File: config.mk
export PLATFORM = sky130hd
export DESIGN_NAME = mem_io_bridge
export DESIGN_NICKNAME = d
export VERILOG_FILES = /design/src/rtl/mem_io_bridge.sv
export SDC_FILE = /design/constraint.sdc
export NUM_CORES = 1
export LEC_CHECK = 0
export ABC_CLOCK_PERIOD_IN_PS = 6150
export CORE_ASPECT_RATIO = 0.5
export CORE_UTILIZATION = 54
export CTS_CLUSTER_SIZE = 10
export DETAILED_ROUTE_END_ITERATION = 12
export HOLD_SLACK_MARGIN = 0.03
export PLACE_DENSITY = 0.85
export SLEW_MARGIN = 10
export SYNTH_ARGS = -nofsm -noshare
export SYNTH_HDL_FRONTEND = slang
export SYNTH_SLANG_ARGS = --single-unit
File: constraint.sdc
create_clock -name clk -period 6.15 [get_ports clk]
set_input_delay 1.845 -clock clk [delete_from_list [all_inputs] [get_ports clk]]
set_output_delay 1.845 -clock clk [all_outputs]
set_load 0.01 [all_outputs]
File: src/rtl/mem_io_bridge.sv
// Memory-side bridge for the core: decodes RAM and memory-mapped I/O windows and returns read
// data one cycle after the address. I/O holds LEDs, switches, a TX byte FIFO and a cycle counter.
module mem_io_bridge #(
  parameter int unsigned RAM_AW   = 16,
  parameter int unsigned TX_DEPTH = 4
) (
  input  logic              clk,
  input  logic              rst_n,
  input  logic [23:0]       core_to_mem_addr,
  input  logic [15:0]       core_to_mem_data,
  input  logic              core_to_mem_write_enable,
  output logic [15:0]       mem_to_core_data,
  output logic [RAM_AW-1:0] ram_addr,
  output logic [15:0]       ram_wdata,
  output logic              ram_we,
  input  logic [15:0]       ram_rdata,
  input  logic [15:0]       switches,
  output logic [15:0]       leds,
  output logic [7:0]        tx_data,
  output logic              tx_valid,
  input  logic              tx_ready
);

  localparam int unsigned PW = (TX_DEPTH > 1) ? $clog2(TX_DEPTH) : 1;
  localparam int unsigned CW = PW + 1;

  typedef enum logic [1:0] {SelNone, SelRam, SelIo} sel_e;

  localparam logic [7:0] OffLed    = 8'h00;
  localparam logic [7:0] OffSw     = 8'h01;
  localparam logic [7:0] OffTxData = 8'h02;
  localparam logic [7:0] OffTxStat = 8'h03;
  localparam logic [7:0] OffCycLo  = 8'h04;
  localparam logic [7:0] OffCycHi  = 8'h05;

  sel_e             sel_q, sel_d;
  logic [15:0]      io_q, io_d;
  logic [15:0]      leds_q;
  logic [15:0]      sw_meta_q, sw_sync_q;
  logic [PW-1:0]    wr_ptr_q, rd_ptr_q;
  logic [CW-1:0]    count_q, count_d;
  logic             ovf_q, ovf_d;
  logic [31:0]      cyc_q;
  logic [15:0]      hi_q;
  logic [7:0]       tx_mem [TX_DEPTH];

  logic             hit_ram, hit_io;
  logic [7:0]       offset;
  logic             io_wr;
  logic             push_req, push, pop;
  logic             fifo_full, fifo_empty;

  assign offset  = core_to_mem_addr[7:0];
  assign hit_ram = (32'(core_to_mem_addr) >> RAM_AW) == 32'd0;
  assign hit_io  = core_to_mem_addr[23:8] == 16'hFF00;
  assign io_wr   = core_to_mem_write_enable && hit_io;

  assign ram_addr  = core_to_mem_addr[RAM_AW-1:0];
  assign ram_wdata = core_to_mem_data;
  assign ram_we    = core_to_mem_write_enable && hit_ram;

  assign fifo_full  = count_q == CW'(TX_DEPTH);
  assign fifo_empty = count_q == '0;
  assign tx_valid   = !fifo_empty;
  assign tx_data    = tx_mem[rd_ptr_q];
  assign leds       = leds_q;

  // A push into a full FIFO still lands when the head leaves in the same cycle.
  assign pop      = tx_valid && tx_ready;
  assign push_req = io_wr && (offset == OffTxData);
  assign push     = push_req && (!fifo_full || pop);

  always_comb begin
    count_d = count_q;
    unique case ({push, pop})
      2'b10:   count_d = count_q + CW'(1);
      2'b01:   count_d = count_q - CW'(1);
      default: count_d = count_q;
    endcase
  end

  always_comb begin
    ovf_d = ovf_q;
    if (io_wr && (offset == OffTxStat)) begin
      ovf_d = 1'b0;
    end else if (push_req && !push) begin
      ovf_d = 1'b1;
    end
  end

  always_comb begin
    io_d = 16'h0000;
    case (offset)
      OffLed:    io_d = leds_q;
      OffSw:     io_d = sw_sync_q;
      OffTxStat: io_d = {8'h00, 5'(count_q), ovf_q, fifo_empty, fifo_full};
      OffCycLo:  io_d = cyc_q[15:0];
      OffCycHi:  io_d = hi_q;
      default:   io_d = 16'h0000;
    endcase
  end

  always_comb begin
    sel_d = SelNone;
    if (hit_ram) begin
      sel_d = SelRam;
    end else if (hit_io) begin
      sel_d = SelIo;
    end
  end

  always_ff @(posedge clk or negedge rst_n) begin
    if (!rst_n) begin
      sel_q     <= SelNone;
      io_q      <= '0;
      leds_q    <= '0;
      sw_meta_q <= '0;
      sw_sync_q <= '0;
      wr_ptr_q  <= '0;
      rd_ptr_q  <= '0;
      count_q   <= '0;
      ovf_q     <= 1'b0;
      cyc_q     <= '0;
      hi_q      <= '0;
    end else begin
      sel_q     <= sel_d;
      io_q      <= io_d;
      sw_meta_q <= switches;
      sw_sync_q <= sw_meta_q;
      count_q   <= count_d;
      ovf_q     <= ovf_d;
      cyc_q     <= cyc_q + 32'd1;
      if (io_wr && (offset == OffLed)) begin
        leds_q <= core_to_mem_data;
      end
      if (push) begin
        wr_ptr_q <= wr_ptr_q + PW'(1);
      end
      if (pop) begin
        rd_ptr_q <= rd_ptr_q + PW'(1);
      end
      // Latching the high half with the low-half read keeps the 32-bit pair coherent.
      if (hit_io && (offset == OffCycLo)) begin
        hi_q <= cyc_q[31:16];
      end
    end
  end

  always_ff @(posedge clk) begin
    if (push) begin
      tx_mem[wr_ptr_q] <= core_to_mem_data[7:0];
    end
  end

  always_comb begin
    mem_to_core_data = 16'h0000;
    unique case (sel_q)
      SelRam:  mem_to_core_data = ram_rdata;
      SelIo:   mem_to_core_data = io_q;
      default: mem_to_core_data = 16'h0000;
    endcase
  end

endmodule

==> metrics.txt, run 1 <==
outcome complete, no violations; most repeated library cell on the critical path sky130_fd_sc_hd__clkdlybuf4s50_1; critical path start-end classification in2out; critical path startpoint category input pin; core region area 11880 sq um; average detailed-routed wire length per instance 17.94 um; Detailed Place HPWL slightly below 10000 um; worst hold path cell count 0; count leader, synth sky130_fd_sc_hd__dfrtp_1; TritonCTS clock tree done; synthesized flop and latch total approximately 150; clock slew at reported path FFs roughly 60 ps; clock tree skew after final layout between 7 and 8 ps; maximum count of clock buffers along a single path 2; total nets after synthesis approximately 570; depth of the worst register-to-register path 10; number of placed I/O pins 150; pin count of the biggest net entering global routing between 80 and 90; floorplan die area 12720 sq um; number of warning messages in the yosys log 0; Worst-Margin Slew roughly 1200 ps; achievable clock frequency about 180 MHz; critical path data required time 4300 ps; register area share after synthesis slightly above 60%; crit path capture type primary output; clock root buffer sky130_fd_sc_hd__clkbuf_16; latest clock arrival within the worst-skew pair about 420 ps; Mean Syn Cell Area 13.69 sq um; Tmin final between 5000 and 6000 ps; effective utilization at floorplan 55.69%; share of the synthesized area in the top cell type between 40% and 50%; number of H-tree branching levels 4; library cell with the largest summed area after synthesis sky130_fd_sc_hd__dfrtp_1; max-capacitance violation count 0; number of global-route vias before repair 4172; final routed DRC violation total 0; Total GRT Usage approximately 24%; internal reg-to-reg setup slack 3590 ps; highest cell delay on the worst timing path roughly 540 ps; crit-path cells clkdlybuf4s50_1 > or4_1 > nor2_1 > and2_1 > clkdlybuf4s50_1; routability congestion estimate 0.8157; Async S/R FF share, synth 79.22%; number of antenna cells inserted 0; antenna violations before repair 0; total iterations of the first detailed-routing run 5; Die Span Y between 80 and 90 um; Iter 0 DRT Violations ~360; highest-delay cell along the critical path sky130_fd_sc_hd__or4_1; count of flip-flops with a built-in enable after synthesis 32; peak supply drop ~0.00018 V; cell leakage power approximately 3.6 nW; site row count 28; GR Overflow Total 0; DR vias/cell 5.386; area growth from synthesis to layout 29.53%; post-route total power about 2.4 mW; total detailed-routing wirelength roughly 14000 um; Crit Reg-Reg Startpoint count_q[0]; netlist area before placement ~6600 sq um; hold_sp sw_meta_q[8]; path type of the worst min-delay path reg2reg; post-CTS setup buffers 0; net count reported at finish 689; maximum fanout encountered on the critical timing path 2; number of clock buffers inserted by TritonCTS 17; vias post-DR roughly 4200; fin cells 782; data arrival time at the worst-slack endpoint 3590 ps; number of max-slew violations in the final report 0; post-cts hold buffer count 0; RSZ-0062 raised after global routing no; global-route wire length before repair ~22000 um; Power Density between 200 and 300 nW/um^2; commonest cells in the netlist 122 x sky130_fd_sc_hd__dfrtp_1, 32 x sky130_fd_sc_hd__buf_4, 32 x sky130_fd_sc_hd__edfxtp_1; Detail Route Antenna Nets 0; Max transition margin between 20 and 25%; number of placed instances with taps included 750; Die Wd around 160 um; FF-to-FF End count_q[2]; post-route clock period utilization about nine tenths; Final Hold Fails 0; Main synth FF type sky130_fd_sc_hd__dfrtp_1; endpoints failing setup 0; number of port buffers between 100 and 150; Post-CTS Resized 0; Hold Path Sink sw_sync_q[8]; cells taking the most area after synthesis sky130_fd_sc_hd__dfrtp_1 46%, sky130_fd_sc_hd__edfxtp_1 15%, sky130_fd_sc_hd__mux2_2 3.9%, sky130_fd_sc_hd__buf_4 3.6%, sky130_fd_sc_hd__xnor2_1 3.6%; clock sink total 154; layout cell share with drive strength beyond 1 14.26%; Total Neg Setup Slack 0 ps; distinct cell type count of the synthesized netlist 44; instance count of the mapped netlist roughly 480
[metal layers]
layer	track usage, %	vias up	share of wire, %
li1	-	1975	-
met1	32.09	2104	43
met2	38.60	110	50
met3	5.181	23	4.3
met4	10.38	0	2.0
met5	0	-	0
[per-stage QoR]
stage	utilization (%)	cell area (sq um)	setup slack [ps]	hold slack [ps]
detailed placement	67.58	8026	725.6	335.5
global placement	67.58	8026	722.8	332.2
global route	72.13	8567	652.7	354.5
floorplan	-	6614	1665	331.2
CTS	72.13	8567	713.1	349.1
finish	72.13	8567	710.8	347.8
[critical path: cells and delay by family]
family,cells,cell delay [ps]
and+or+nand+nor,3,810
buffers and inverters,2,940
[registers in the layout (all words and copies together), names as in the netlist]
signal     flops
rd_ptr_q       2
io_q          16
sel_q          2
leds          16
wr_ptr_q       2
hi_q          16
ovf_q          1
cyc_q         32
sw_sync_q     16
tx_mem        32
count_q        3
sw_meta_q     16
[layout make-up]
| type | instances | area (sq um) |
|---|---|---|
| Timing Repair Buffer | 156 | 1541 |
| Sequential cell | 154 | 4014 |
| Fill cell | 754 | 3309 |
| Tap cell | 165 | 206.4 |
| Inverter | 9 | 33.78 |
| Clock inverter | 15 | 115.1 |
| Multi-Input combinational cell | 266 | 2231 |
| Clock buffer | 17 | 425.4 |
[where the power goes]
part | internal (mW) | switching (mW) | leakage, nW
combinational | 0.189 | 0.112 | 1.43
clock | 0.524 | 0.434 | 0.267
sequential | 1.07 | 0.0472 | 1.89
[cell usage in the layout (no fill, tap or decap), drive strengths merged, types with 3 or more instances in the layout]
master,n
clkdlybuf4s50,148
dfrtp,122
mux2,33
edfxtp,32
nor2,29
xnor2,27
a22oi,19
clkbuf,17
inv,17
nand3,16
mux2i,15
nand2,15
nand4,13
a221o,11
mux4,10
nor3,10
and2,9
xor2,9
ha,8
buf,8
nor4,6
clkinv,6
or4,5
and3,5
and4,4
or3,3
a31oi,3
[worst max-delay path by stage]
stage	start	endpoint	slack [ps]	cells after the start
6_report	core_to_mem_addr[16]	ram_we	710	5
5_1_grt	core_to_mem_addr[16]	ram_we	650	5
4_1_cts	core_to_mem_addr[16]	ram_we	710	5
3_5_place_dp	core_to_mem_addr[16]	ram_we	730	5
3_3_place_gp	core_to_mem_addr[20]	ram_we	720	5
2_1_floorplan	core_to_mem_addr[20]	ram_we	1660	3
[kinds of logic after synthesis]
logic type / Yosys count / share of synthesized area (%)
flip-flops: 154 / 60.69
AND/OR/NAND/NOR: 123 / 10.42
buffers and inverters: 63 / 5.675
multiplexers: 58 / 11.86
AO/OA/AOI/OAI: 40 / 4.768
XOR/XNOR: 36 / 4.767
adder cells (fa/ha/maj): 9 / 1.816
No activity file was read; power rests on OpenSTA's default activity.
==> run 2: changes to the inputs <==
--- a/config.mk
+++ b/config.mk
@@ -6,6 +6,7 @@
 export NUM_CORES = 1
 export LEC_CHECK = 0
 export ABC_CLOCK_PERIOD_IN_PS = 6150
+export CAP_MARGIN = 20
 export CORE_ASPECT_RATIO = 0.5
 export CORE_UTILIZATION = 54
 export CTS_CLUSTER_SIZE = 10
==> run 2 against run 1 <==
  * Core utilization increased by 0.21 points
  * Hold slack barely moved
  * Clock skew decreased by 1.5 ps
  * Global-route usage did not move
  * Clock power about the same
  * Sequential power hardly changed
  * Flip-flop and latch count did not move
  * Cell area is 0.29% higher
  * Largest power group unchanged
==> metrics.txt, run 2 (synthesis gave the netlist of run 1 again) <==
hold_sp sw_meta_q[8]; Post-CTS Resized 0 (unchanged); maximum fanout encountered on the critical timing path 2 (unchanged); pin count of the biggest net entering global routing 85 (unchanged); Max transition margin 43.29% (+23 points); max-capacitance violation count 0 (unchanged); site row count 28 (unchanged); post-CTS setup buffers 0 (unchanged); clock slew at reported path FFs 60 ps (about the same); area growth from synthesis to layout 29.91%; leading registers by flop count cyc_q x32, tx_mem x32; Final Hold Fails 0 (unchanged); core region area 11880 sq um (unchanged); maximum count of clock buffers along a single path 2 (unchanged); GR Overflow Total 0 (unchanged); switching power 594.3 uW (+0.14%); TritonCTS clock tree done; Power Density 277.0 nW/um^2 (-0.20%); number of placed instances with taps included 750 (unchanged); commonest non-fill, non-tap cell in the layout sky130_fd_sc_hd__clkdlybuf4s50_1; post-route total power 2.380 mW (about the same); Net Sw Frac 24.97% (about the same); critical path start-end classification in2out; peak supply drop 0.0001822 V (about the same); Total GRT Usage 24.10% (unchanged); layout cell share with drive strength beyond 1 14.54% (+0.28 points); global-route wire length before repair 22160 um (unchanged); effective utilization at floorplan 55.69% (unchanged); Iter 0 DRT Violations 335 (-6.7%); number of filler instances in the final layout 750 (-0.53%); clock network fraction of total power 40.2% (about the same); number of placed I/O pins 150 (unchanged); worst hold slack across all endpoints 347.8 ps (-0.02500 ps); number of port buffers 149 (unchanged); total iterations of the first detailed-routing run 5 (unchanged); latest clock arrival within the worst-skew pair 420 ps (about the same); routability congestion estimate 0.8157 (unchanged); post-route core utilization 72.35% (+0.21 points); crit path capture type primary output; internal reg-to-reg setup slack 3580 ps (about the same); Post-Place Setup Slack 725.6 ps (unchanged); number of global-route vias before repair 4172 (unchanged); critical path startpoint category input pin; worst hold path cell count 0 (unchanged); sequential share of power 47.0% (about the same); clock sink total 154 (unchanged); Hold Path Sink sw_sync_q[8]; net count reported at finish 691 (+0.29%); Die Span Y 80.26 um (unchanged); combinational cell fraction of total power 12.8% (about the same); antenna violations before repair 0 (unchanged); number of clock buffers inserted by TritonCTS 17 (unchanged); commonest cells after routing, fill and taps aside 148 x sky130_fd_sc_hd__clkdlybuf4s50_1, 122 x sky130_fd_sc_hd__dfrtp_1, 32 x sky130_fd_sc_hd__edfxtp_1; depth of the worst register-to-register path 10 (unchanged); Worst-Margin Slew 842.9 ps (-345.5 ps); clock root buffer sky130_fd_sc_hd__clkbuf_16; post-route clock period utilization 88.48% (about the same); post-cts hold buffer count 0 (unchanged); Crit Reg-Reg Startpoint count_q[0]; number of antenna cells inserted 0 (unchanged); total detailed-routing wirelength 14160 um (+0.93%); path type of the worst min-delay path reg2reg; RSZ-0062 raised after global routing no; floorplan die area 12720 sq um (unchanged); outcome complete, no violations; post-route setup slack 708.5 ps (-2.373 ps); FF-to-FF End count_q[2]; endpoints failing setup 0 (unchanged); DR vias/cell 5.449 (+1.2%); clock tree skew after final layout 6.169 ps (-1.505 ps); Detailed Place HPWL 9891 um (unchanged); final instance area 8592 sq um (+0.29%); Die Wd 158.5 um (unchanged); critical path data required time 4300 ps (about the same); Total Neg Setup Slack 0 ps (unchanged); Detail Route Antenna Nets 0 (unchanged); average detailed-routed wire length per instance 18.06 um (+0.68%); number of H-tree branching levels 4 (unchanged); number of max-slew violations in the final report 0 (unchanged); final routed DRC violation total 0 (unchanged); Placed Area 8026 sq um (unchanged); cell leakage power 3.599 nW (+0.39%); vias post-DR 4272 (+1.4%); Tmin final 5442 ps (+2.373 ps); achievable clock frequency 183.8 MHz (about the same); fin cells 784 (+0.26%); internal cell power 1.786 mW (about the same); data arrival time at the worst-slack endpoint 3600 ps (about the same)
## run 2: cell type report
cell class / instances / area [sq um] / share of cell area (%)
multi-input cells: 266 / 2231 / 25.96
inverters: 9 / 33.78 / 0.3932
well taps: 165 / 206.4 / 2.403
clock inverters: 15 / 115.1 / 1.340
flip-flops and latches: 154 / 4014 / 46.72
repair buffers: 158 / 1567 / 18.23
clock buffers: 17 / 425.4 / 4.951
## run 2: critical path, stage by stage
cell,delay [ps]
sky130_fd_sc_hd__clkdlybuf4s50_1,420
sky130_fd_sc_hd__or4_1,540
sky130_fd_sc_hd__nor2_1,130
sky130_fd_sc_hd__and2_1,140
sky130_fd_sc_hd__clkdlybuf4s50_1,530
## run 2: worst max-delay path by stage
stage | end | start | slack [ps]
finish | ram_we | core_to_mem_addr[16] | 710
global route | ram_we | core_to_mem_addr[16] | 650
CTS | ram_we | core_to_mem_addr[16] | 710
detailed placement | ram_we | core_to_mem_addr[16] | 730
global placement | ram_we | core_to_mem_addr[20] | 720
floorplan | ram_we | core_to_mem_addr[20] | 1660
## run 2: layer usage
| layer | routed length [um] | vias up | global-route usage, % | share of wire, % |
|---|---|---|---|---|
| li1 | - | 1971 | - | - |
| met1 | 6286 | 2177 | 32.09 | 44 |
| met4 | 310 | 0 | 10.38 | 2.2 |
| met5 | 0 | - | 0 | 0 |
| met3 | 490 | 24 | 5.181 | 3.5 |
| met2 | 7071 | 100 | 38.60 | 50 |
## run 2: power by group through the flow
| stage | clock network (mW) | logic (mW) | registers, mW |
|---|---|---|---|
| floorplan | 0 | 0.180 | 1.10 |
| global placement | 0 | 0.299 | 1.14 |
| detailed placement | 0 | 0.305 | 1.14 |
| CTS | 0.971 | 0.306 | 1.12 |
| global route | 1.02 | 0.330 | 1.13 |
| finish | 0.958 | 0.304 | 1.12 |
==> run 3: changes to the inputs <==
--- a/config.mk
+++ b/config.mk
@@ -12,6 +12,7 @@
 export CTS_CLUSTER_SIZE = 10
 export DETAILED_ROUTE_END_ITERATION = 12
 export HOLD_SLACK_MARGIN = 0.03
+export MAX_ROUTING_LAYER = met4
 export PLACE_DENSITY = 0.85
 export SLEW_MARGIN = 10
 export SYNTH_ARGS = -nofsm -noshare
==> run 3 against run 2 <==
  * Cell count unchanged
  * Critical path depth unchanged
  * Sequential share of layout area unchanged
  * Power about the same
  * Core utilization unchanged
  * Hold slack about the same
  * Via count increased by 0.73%
  * Clock skew decreased by 0.63 ps
  * Combinational power about the same
  * Clock-buffer cell count unchanged
  * Critical path type unchanged
  * Sequential power about the same
  * Fmax about the same
==> metrics.txt, run 3 (synthesis gave the netlist of run 1 again) <==
endpoints failing setup 0 (unchanged); Tmin final 5443 ps (+1.012 ps); TritonCTS clock tree done; achievable clock frequency 183.7 MHz (about the same); effective utilization at floorplan 55.69% (unchanged); total area of multi-input combinational cells 2231 sq um (unchanged); post-route clock period utilization 88.50% (about the same); post-route setup slack 707.5 ps (-1.012 ps); total iterations of the first detailed-routing run 5 (unchanged); site row count 28 (unchanged); number of placed instances with taps included 750 (unchanged); Crit Reg-Reg Startpoint count_q[0]; Final Hold Fails 0 (unchanged); global-route wire length before repair 22160 um (about the same); number of max-slew violations in the final report 0 (unchanged); post-CTS setup buffers 0 (unchanged); highest cell delay on the worst timing path 540 ps (about the same); clock tree skew after final layout 5.537 ps (-0.6319 ps); routability congestion estimate 0.8279 (+1.5%); layout cell share with drive strength beyond 1 14.54% (unchanged); maximum fanout encountered on the critical timing path 2 (unchanged); antenna violations before repair 0 (unchanged); hold_sp sw_meta_q[7]; Total GRT Usage 24.73% (+0.63 points); fin cells 784 (unchanged); number of placed I/O pins 150 (unchanged); leading registers by flop count cyc_q x32, tx_mem x32; critical path startpoint category input pin; data arrival time at the worst-slack endpoint 3600 ps (about the same); number of antenna cells inserted 0 (unchanged); crit path capture type primary output; core region area 11880 sq um (unchanged); clock root buffer sky130_fd_sc_hd__clkbuf_16; total detailed-routing wirelength 14120 um (-0.25%); average detailed-routed wire length per instance 18.01 um (-0.25%); DR vias/cell 5.489 (+0.73%); Iter 0 DRT Violations 321 (-4.2%); final routed DRC violation total 0 (unchanged); Post-CTS Resized 0 (unchanged); net count reported at finish 691 (unchanged); Detailed Place HPWL 9891 um (unchanged); commonest non-fill, non-tap cell in the layout sky130_fd_sc_hd__clkdlybuf4s50_1; commonest cells after routing, fill and taps aside 148 x sky130_fd_sc_hd__clkdlybuf4s50_1, 122 x sky130_fd_sc_hd__dfrtp_1, 32 x sky130_fd_sc_hd__edfxtp_1; path type of the worst min-delay path reg2reg; Die Wd 158.5 um (unchanged); pin count of the biggest net entering global routing 85 (unchanged); Total Neg Setup Slack 0 ps (unchanged); GR Overflow Total 0 (unchanged); Critical path origin core_to_mem_addr[16]; crit-path cells clkdlybuf4s50_1 > or4_1 > nor2_1 > and2_1 > clkdlybuf4s50_1; Post-Place Setup Slack 725.6 ps (unchanged); RSZ-0062 raised after global routing no; peak supply drop 0.0001807 V (-0.81%); critical path data required time 4300 ps (about the same); post-route total power 2.379 mW (about the same); outcome complete, no violations; Detail Route Antenna Nets 0 (unchanged); most repeated library cell on the critical path sky130_fd_sc_hd__clkdlybuf4s50_1; number of clock buffers inserted by TritonCTS 17 (unchanged); area growth from synthesis to layout 29.91% (unchanged); floorplan die area 12720 sq um (unchanged); worst hold slack across all endpoints 348.2 ps (+0.4180 ps); number of H-tree branching levels 4 (unchanged); maximum count of clock buffers along a single path 2 (unchanged); flip-flop and latch area 4014 sq um (unchanged); max-capacitance violation count 0 (unchanged); Max transition margin 44.44% (+1.1 points); vias post-DR 4303 (+0.73%); number of filler instances in the final layout 748 (-0.27%); post-cts hold buffer count 0 (unchanged); clock slew at reported path FFs 60 ps (about the same); number of global-route vias before repair 4185 (+0.31%); Worst-Margin Slew 825.8 ps (-17.07 ps); Die Span Y 80.26 um (unchanged); critical path start-end classification in2out; clock sink total 154 (unchanged); cell leakage power 3.599 nW (unchanged); Power Density 276.9 nW/um^2 (about the same); number of port buffers 149 (unchanged); highest-delay cell along the critical path sky130_fd_sc_hd__or4_1; latest clock arrival within the worst-skew pair 420 ps (about the same)
==> run 3: final cells by class <==
type	count	area share (%)
sequential	154	46.72
multi-input combinational	266	25.96
timing repair buffer	158	18.23
clock buffer	17	4.951
tap	165	2.403
clock inverter	15	1.340
inverter	9	0.3932
==> run 3: worst max-delay path, delay by kind of cell <==
family	cells	cell delay (ps)
and+or+nand+nor	3	810
buffers and inverters	2	950
==> run 3: metrics by stage <==
step / instance area (sq um) / util, %
4_1_cts: 8567 / 72.13
3_3_place_gp: 8026 / 67.58
5_1_grt: 8592 / 72.35
6_report: 8592 / 72.35
3_5_place_dp: 8026 / 67.58
2_1_floorplan: 6614 / -
==> run 3: worst paths after layout <==
path,to,cells after the start,slack [ps]
worst max register to register,count_q[2],10,3570
worst max-delay path,ram_we,5,710
worst min-delay path,sw_sync_q[7],0,350
max in group asynchronous,cyc_q[10],3,3590
min in group asynchronous,wr_ptr_q[0],1,1390
worst min register to register,sw_sync_q[7],0,350
==> run 3: routing by layer <==
metal  GRT usage (%)  up-vias  wire [um]
li1                -     1975          -
met2           38.82      146       7031
met4           9.519        0        282
met3           5.289       30        661
met5               -        -          0
met1           31.94     2152       6148
==> run 3: power by group <==
| part | internal, mW | switching (mW) |
|---|---|---|
| logic | 0.191 | 0.113 |
| registers | 1.07 | 0.0477 |
| clock network | 0.524 | 0.433 |
